$ cat config.mk
export PLATFORM = sky130hd
export DESIGN_NAME = kim_id_ex_reg_p
export DESIGN_NICKNAME = d
export VERILOG_FILES = /design/src/rtl/kim_mips_pkg_p.sv /design/src/rtl/kim_hazard_detect_p.sv /design/src/rtl/kim_id_ex_reg_p.sv
export SDC_FILE = /design/constraint.sdc
export NUM_CORES = 1
export LEC_CHECK = 0
export ABC_CLOCK_PERIOD_IN_PS = 1700
export BUFFER_PORTS_ARGS = -buffer_cell sky130_fd_sc_hd__buf_2
export CORE_ASPECT_RATIO = 0.9
export CORE_MARGIN = 1.5
export CORE_UTILIZATION = 41
export DETAILED_ROUTE_END_ITERATION = 12
export GPL_ROUTABILITY_DRIVEN = 1
export HOLD_SLACK_MARGIN = 0.08
export PLACE_DENSITY = 0.81
export SETUP_SLACK_MARGIN = 0.2
export SLEW_MARGIN = 20
export SYNTH_ARGS = -nofsm -noshare
export SYNTH_HDL_FRONTEND = slang
export SYNTH_SLANG_ARGS = --single-unit
export TNS_END_PERCENT = 1
$ cat constraint.sdc
create_clock -name clk -period 1.7 [get_ports clk]
set_input_delay 0.34 -clock clk [delete_from_list [all_inputs] [get_ports clk]]
set_output_delay 0.34 -clock clk [all_outputs]
set_load 0.02 [all_outputs]
$ cat src/rtl/kim_mips_pkg_p.sv
// ---------------------------------------------------------------------------
// kim_mips_pkg_p
// Shared definitions for the kim MIPS-style pipeline: the width of the
// decoded control bundle, the bit position of each control flag inside it,
// and the ALU operation encodings carried in its low nibble.
//
// Control bundle layout (MSB to LSB):
//   [9] reg_write  [8] mem_to_reg  [7] mem_write  [6] mem_read
//   [5] alu_src    [4] reg_dst     [3:0] alu_op
// ---------------------------------------------------------------------------
package kim_mips_pkg_p;

   localparam int CTRL_W         = 10;
   localparam int CTRL_REG_WRITE = 9;
   localparam int CTRL_MEM_TO_REG = 8;
   localparam int CTRL_MEM_WRITE = 7;
   localparam int CTRL_MEM_READ  = 6;
   localparam int CTRL_ALU_SRC   = 5;
   localparam int CTRL_REG_DST   = 4;
   localparam int CTRL_ALU_OP_LSB = 0;
   localparam int ALU_OP_W       = 4;

   // ALU operation codes as they appear in ctrl[3:0]
   typedef enum logic [ALU_OP_W-1:0] {
      ALU_ADD = 4'h0,
      ALU_SUB = 4'h1,
      ALU_AND = 4'h2,
      ALU_OR  = 4'h3,
      ALU_XOR = 4'h4,
      ALU_NOR = 4'h5,
      ALU_SLT = 4'h6,
      ALU_SLL = 4'h7,
      ALU_SRL = 4'h8,
      ALU_SRA = 4'h9,
      ALU_LUI = 4'hA
   } aluOp_e;

   // True when the control bundle describes a load from memory
   function automatic logic ctrlIsLoad(input logic [CTRL_W-1:0] ctrl);
      return ctrl[CTRL_MEM_READ];
   endfunction

endpackage

$ cat src/rtl/kim_hazard_detect_p.sv
// ---------------------------------------------------------------------------
// kim_hazard_detect_p
// Load-use hazard comparator. Flags the case where the instruction in EX is
// a load whose destination (rt) is a source of the instruction sitting in ID;
// the loaded value is not available in time, so the ID instruction must wait.
//
// Ports:
//   ex_valid_i      EX holds a real instruction
//   ex_mem_read_i   EX instruction is a load
//   ex_rt_addr_i    destination register of the EX load
//   id_valid_i      ID holds a real instruction
//   id_rs_addr_i    first source register of the ID instruction
//   id_rt_addr_i    second source register of the ID instruction
//   ld_use_stall_o  combinational hazard flag
// ---------------------------------------------------------------------------
module kim_hazard_detect_p
   import kim_mips_pkg_p::*;
#(
   parameter int REG_ADDR_WIDTH = 5
) (
   input  logic                      ex_valid_i,
   input  logic                      ex_mem_read_i,
   input  logic [REG_ADDR_WIDTH-1:0] ex_rt_addr_i,
   input  logic                      id_valid_i,
   input  logic [REG_ADDR_WIDTH-1:0] id_rs_addr_i,
   input  logic [REG_ADDR_WIDTH-1:0] id_rt_addr_i,
   output logic                      ld_use_stall_o
);

   logic addrMatch;

   // Register 0 is hardwired to zero, so a load targeting it can never
   // create a real dependency and is excluded from the match.
   always_comb begin
      addrMatch      = (ex_rt_addr_i != '0) &&
                       ((ex_rt_addr_i == id_rs_addr_i) || (ex_rt_addr_i == id_rt_addr_i));
      ld_use_stall_o = ex_valid_i && ex_mem_read_i && id_valid_i && addrMatch;
   end

endmodule

$ cat src/rtl/kim_id_ex_reg_p.sv
// ---------------------------------------------------------------------------
// kim_id_ex_reg_p
// ID/EX pipeline register with flush, stall and load-use bubble insertion.
// Next-state priority on each edge: flush > stall (hold) > load-use bubble
// > normal load. A bubble clears valid, control and all data fields.
//
// Ports:
//   clk, rst_n              clock, asynchronous active-low reset
//   stall_i                 hold every EX register
//   flush_i                 replace the incoming instruction with a bubble
//   id_valid_i, id_*_i      instruction fields from the ID stage
//   ex_valid_o, ex_*_o      registered EX stage fields
//   ld_use_stall_o          combinational: freeze PC and IF/ID this cycle
//   bubble_cnt_o            saturating bubble counter (optional)
//
// Build option: define KIM_ID_EX_BUBBLE_CNT_EN to add bubble_cnt_o.
// ---------------------------------------------------------------------------
module kim_id_ex_reg_p
   import kim_mips_pkg_p::*;
#(
   parameter int DATA_WIDTH     = 32,
   parameter int REG_ADDR_WIDTH = 5
) (
   input  logic                      clk,
   input  logic                      rst_n,
   input  logic                      stall_i,
   input  logic                      flush_i,
   input  logic                      id_valid_i,
   input  logic [DATA_WIDTH-1:0]     id_pc_plus4_i,
   input  logic [DATA_WIDTH-1:0]     id_rs_data_i,
   input  logic [DATA_WIDTH-1:0]     id_rt_data_i,
   input  logic [DATA_WIDTH-1:0]     id_imm_ext_i,
   input  logic [REG_ADDR_WIDTH-1:0] id_rs_addr_i,
   input  logic [REG_ADDR_WIDTH-1:0] id_rt_addr_i,
   input  logic [REG_ADDR_WIDTH-1:0] id_rd_addr_i,
   input  logic [CTRL_W-1:0]         id_ctrl_i,
   output logic                      ex_valid_o,
   output logic [DATA_WIDTH-1:0]     ex_pc_plus4_o,
   output logic [DATA_WIDTH-1:0]     ex_rs_data_o,
   output logic [DATA_WIDTH-1:0]     ex_rt_data_o,
   output logic [DATA_WIDTH-1:0]     ex_imm_ext_o,
   output logic [REG_ADDR_WIDTH-1:0] ex_rs_addr_o,
   output logic [REG_ADDR_WIDTH-1:0] ex_rt_addr_o,
   output logic [REG_ADDR_WIDTH-1:0] ex_rd_addr_o,
   output logic [CTRL_W-1:0]         ex_ctrl_o,
   output logic                      ld_use_stall_o
`ifdef KIM_ID_EX_BUBBLE_CNT_EN
   ,
   output logic [15:0]               bubble_cnt_o
`endif
);

   logic                      exValid_q,   exValid_d;
   logic [DATA_WIDTH-1:0]     exPcPlus4_q, exPcPlus4_d;
   logic [DATA_WIDTH-1:0]     exRsData_q,  exRsData_d;
   logic [DATA_WIDTH-1:0]     exRtData_q,  exRtData_d;
   logic [DATA_WIDTH-1:0]     exImmExt_q,  exImmExt_d;
   logic [REG_ADDR_WIDTH-1:0] exRsAddr_q,  exRsAddr_d;
   logic [REG_ADDR_WIDTH-1:0] exRtAddr_q,  exRtAddr_d;
   logic [REG_ADDR_WIDTH-1:0] exRdAddr_q,  exRdAddr_d;
   logic [CTRL_W-1:0]         exCtrl_q,    exCtrl_d;
   logic                      ldUseStall;
   logic                      loadBubble;

   // The comparator looks at the registered EX load, so while stalled it
   // keeps reporting the hazard on the held instruction.
   kim_hazard_detect_p #(
      .REG_ADDR_WIDTH (REG_ADDR_WIDTH)
   ) uHazard (
      .ex_valid_i     (exValid_q),
      .ex_mem_read_i  (ctrlIsLoad(exCtrl_q)),
      .ex_rt_addr_i   (exRtAddr_q),
      .id_valid_i     (id_valid_i),
      .id_rs_addr_i   (id_rs_addr_i),
      .id_rt_addr_i   (id_rt_addr_i),
      .ld_use_stall_o (ldUseStall)
   );

   // Flush beats stall; a load-use bubble only happens when not stalled,
   // because a stall keeps the EX load in place for another cycle.
   assign loadBubble = flush_i || (!stall_i && ldUseStall);

   // Next-state selection: bubble clears everything, a stall keeps the
   // defaults (hold), otherwise the ID fields are captured. Control is
   // zeroed for an invalid ID slot so invalid EX never carries control.
   always_comb begin
      exValid_d   = exValid_q;
      exPcPlus4_d = exPcPlus4_q;
      exRsData_d  = exRsData_q;
      exRtData_d  = exRtData_q;
      exImmExt_d  = exImmExt_q;
      exRsAddr_d  = exRsAddr_q;
      exRtAddr_d  = exRtAddr_q;
      exRdAddr_d  = exRdAddr_q;
      exCtrl_d    = exCtrl_q;
      if (loadBubble) begin
         exValid_d   = 1'b0;
         exPcPlus4_d = '0;
         exRsData_d  = '0;
         exRtData_d  = '0;
         exImmExt_d  = '0;
         exRsAddr_d  = '0;
         exRtAddr_d  = '0;
         exRdAddr_d  = '0;
         exCtrl_d    = '0;
      end else if (!stall_i) begin
         exValid_d   = id_valid_i;
         exPcPlus4_d = id_pc_plus4_i;
         exRsData_d  = id_rs_data_i;
         exRtData_d  = id_rt_data_i;
         exImmExt_d  = id_imm_ext_i;
         exRsAddr_d  = id_rs_addr_i;
         exRtAddr_d  = id_rt_addr_i;
         exRdAddr_d  = id_rd_addr_i;
         exCtrl_d    = id_valid_i ? id_ctrl_i : '0;
      end
   end

   // Pipeline register; reset clears all fields without waiting for a clock.
   always_ff @(posedge clk or negedge rst_n) begin
      if (!rst_n) begin
         exValid_q   <= 1'b0;
         exPcPlus4_q <= '0;
         exRsData_q  <= '0;
         exRtData_q  <= '0;
         exImmExt_q  <= '0;
         exRsAddr_q  <= '0;
         exRtAddr_q  <= '0;
         exRdAddr_q  <= '0;
         exCtrl_q    <= '0;
      end else begin
         exValid_q   <= exValid_d;
         exPcPlus4_q <= exPcPlus4_d;
         exRsData_q  <= exRsData_d;
         exRtData_q  <= exRtData_d;
         exImmExt_q  <= exImmExt_d;
         exRsAddr_q  <= exRsAddr_d;
         exRtAddr_q  <= exRtAddr_d;
         exRdAddr_q  <= exRdAddr_d;
         exCtrl_q    <= exCtrl_d;
      end
   end

   assign ex_valid_o     = exValid_q;
   assign ex_pc_plus4_o  = exPcPlus4_q;
   assign ex_rs_data_o   = exRsData_q;
   assign ex_rt_data_o   = exRtData_q;
   assign ex_imm_ext_o   = exImmExt_q;
   assign ex_rs_addr_o   = exRsAddr_q;
   assign ex_rt_addr_o   = exRtAddr_q;
   assign ex_rd_addr_o   = exRdAddr_q;
   assign ex_ctrl_o      = exCtrl_q;
   assign ld_use_stall_o = ldUseStall;

`ifdef KIM_ID_EX_BUBBLE_CNT_EN
   logic [15:0] bubbleCnt_q, bubbleCnt_d;

   // Count every bubble that enters EX (flush or load-use), sticking at
   // the maximum. A plain stall loads no bubble, so the count holds.
   always_comb begin
      bubbleCnt_d = bubbleCnt_q;
      if (loadBubble && (bubbleCnt_q != 16'hFFFF)) begin
         bubbleCnt_d = bubbleCnt_q + 16'd1;
      end
   end

   // Bubble counter register
   always_ff @(posedge clk or negedge rst_n) begin
      if (!rst_n) begin
         bubbleCnt_q <= '0;
      end else begin
         bubbleCnt_q <= bubbleCnt_d;
      end
   end

   assign bubble_cnt_o = bubbleCnt_q;
`endif

endmodule
==> results.ini <==
[worst_setup_path]
end_kind=output port
cp_data_required_time_ns=1.36
path_max_fanout=3
cp.arrival_ns=1.90
cp-start-kind=register
critPathKind=register to output port

[die]
die_w_um=130
rows=41
core-area_um2=14100
die_area_um2=15300
die_h_um=117
io_pins=313
initial_core_util_pct=42.3

[synthesis]
synth_fa_ha_area_share_pct=0
ys.warnings.count=0
synth_edf_count=0
synth-simple-area-share_pct=3.53
yosysTopAreaCell=dfrtp_1
syn_area_um2=5960
post-synth-top-count-cell=dfrtp_1
synth_compound_area_share_pct=25.4
synth_top_family_by_area=compound AO/OA/AOI/OAI gates
synth.area.top_cells=dfrtp_1 (65%), a32o_1 (23%), clkbuf_1 (2.3%), xor2_1 (1.5%), buf_6 (1.3%)
synth_mux_area_share_pct=0
yosysSeqAreaShare_pct=64.7
synthTopCellsByCount=dfrtp_1 (154), a32o_1 (134), clkbuf_1 (36)
syn_area_per_cell_um2=14.1
syn_inst=423
synth_xor_xnor_area_share_pct=1.47
yosysTopAreaCellShare_pct=64.7
synth_fp_nets=581
ys_ff_latch=154
ys_types=23
ys_async_sr_fraction_pct=100
synth_flop_cell=dfrtp_1

[global_route]
grt_pass1_vias=5362
grt_usage_pct=22.2
antenna_found_initial=0
grt_max_degree=76
grt_pass1_wl_mm=26.6
overflow=0

[power_and_ir_drop]
p_leak_nw=4.42
irDropWorstVdd_uv=824
power.density_nw_per_um2=1050
total_power_mw=8.97

[placement]
post-dp-hpwl_mm=11.9
placed_area_um2=7790
place.gp.congestion=0.854
portBuffers=312

[outcome]
violations=negative setup slack
status=complete, but fails checks

[detailed_routing]
drc=0
drt_iter0_markers=392
routed_wl_mm=17.0
dr.pass1.iters=5
ant_nets=0
vias=5222
vias_per_cell=5.60
wl_per_cell_um=18.2

[cells_and_area]
antennaDiodeCount=0
final_nets=885
fill_cells=1091
design_area_um2=8520
drive_gt1_share_pct=53.0
areaGrowthSynthToFinish_pct=43.0

[timing]
min_period_ns=2.24
tightest_slew_ns=0.455
max_freq_mhz=446
hold_viol_final=0
fin_ws_ns=-0.544
maxSlewHeadroom_pct=69.7
hold_ws_ns=0.167
finalSetupViolCount=155
clock_skew_ns=0.00779
fin_crit_sh_pct=132
rsz0062_at_grt=true
drv_slew=0

[clock_network]
cts_tree=built
cts_max_level=4
worstSkewPairLatency_ns=0.41
cts_buffer_depth=2
path_clk_slew_ns=0.06
clock-sinks=154
cts_buffers=17
cts_root_buffer=clkbuf_16

[run]
drv_cap=0

[worst_hold_path]
hold_class=primary input to register

## worst max-delay path: stages (launching register included)
cell	delay, ns
dfrtp_2	0.42
buf_4	0.14
xor2_1	0.15
nor3_1	0.22
a22oi_1	0.11
or2_4	0.28
inv_4	0.06
buf_6	0.11
## state kept, by name, summed over array words and instances, names as in the netlist
signal         flops
ex_rs_data_o      32
ex_valid_o         1
ex_imm_ext_o      32
ex_rs_addr_o       5
ex_pc_plus4_o     32
ex_rd_addr_o       5
ex_ctrl_o         10
ex_rt_data_o      32
ex_rt_addr_o       5
## per-stage QoR
| stage | std cells | TNS (ns) | setup WS, ns | util, % |
|---|---|---|---|---|
| after floorplan | 423 | -17.75 | -0.188 | - |
| after global placement | 896 | -21.02 | -0.181 | 55.3 |
| after detailed placement | 896 | -31.10 | -0.300 | 55.3 |
| after CTS | 932 | -42.28 | -0.522 | 60.1 |
| after global routing | 933 | -70.72 | -0.640 | 60.4 |
| final | 933 | -58.08 | -0.544 | 60.4 |
## layer usage
layer	track usage, %	share of wire (%)	vias up
met5	0	0	-
met4	9.10	2.5	0
met3	7.25	8.5	39
met2	38.8	52	267
met1	24.6	37	2608
li1	-	-	2308
## layout by cell type, fill, tap and decap left out, drive strengths merged, types with 2 or more instances in the layout
master  netlist  layout
buf          18     338
o41ai         5       5
bufinv        0       3
or3b          5       5
clkbuf       36      21
nand2        20      20
xor2         10      10
nor3          2       2
inv           6       8
dfrtp       154     154
o21ai        10      10
clkinv        0       5
a32o        134     134
o22ai         5       5
nand3        10      10
nor2          3       3
## path summary, 6_finish.rpt
path,to,depth (start not counted),slack (ns),from
setup / recovery,ld_use_stall_o,7,-0.54,ex_rt_addr_o[0]$_DFFE_PN0P_
hold / removal,ex_imm_ext_o[25]$_DFFE_PN0P_,2,0.17,id_imm_ext_i[25]
setup reg to reg,ex_rt_data_o[22]$_DFFE_PN0P_,8,-0.44,ex_rt_addr_o[0]$_DFFE_PN0P_
hold reg to reg,ex_rs_addr_o[2]$_DFFE_PN0P_,2,0.48,ex_rs_addr_o[2]$_DFFE_PN0P_
max in group asynchronous,ex_rt_data_o[22]$_DFFE_PN0P_,3,0.68,rst_n
min in group asynchronous,ex_pc_plus4_o[11]$_DFFE_PN0P_,2,0.43,rst_n
## cell type report
type	instances	area, µm²	share of cell area [%]
tap	193	241	2.83
clock inverter	11	144	1.69
inverter	6	25.0	0.294
multi-input combinational	209	1880	22.1
clock buffer	21	450	5.28
timing repair buffer	339	1920	22.5
sequential	154	3860	45.3
## cell families after synthesis
family	Yosys count
AO/OA/AOI/OAI	156
AND/OR/NAND/NOR	43
flip-flops	154
XOR/XNOR	10
buffers and inverters	60
## power by group
part / internal, mW / total (mW) / switching (mW)
sequential: 3.87 / 3.98 / 0.114
combinational: 0.506 / 1.21 / 0.703
clock: 2.35 / 3.78 / 1.43
total: 6.72 / 8.97 / 2.25
## what timing repair did
| item | 4_1_cts | 5_1_grt |
|---|---|---|
| hold buffers | 1 | 0 |
| pin swaps | 6 | 4 |
| setup buffers | 3 | 1 |
| setup endpoints to repair | 156 | 159 |
| resized for setup | 22 | 9 |
| hold endpoints to repair | 38 | 0 |
No activity file was read; power rests on OpenSTA's default activity.
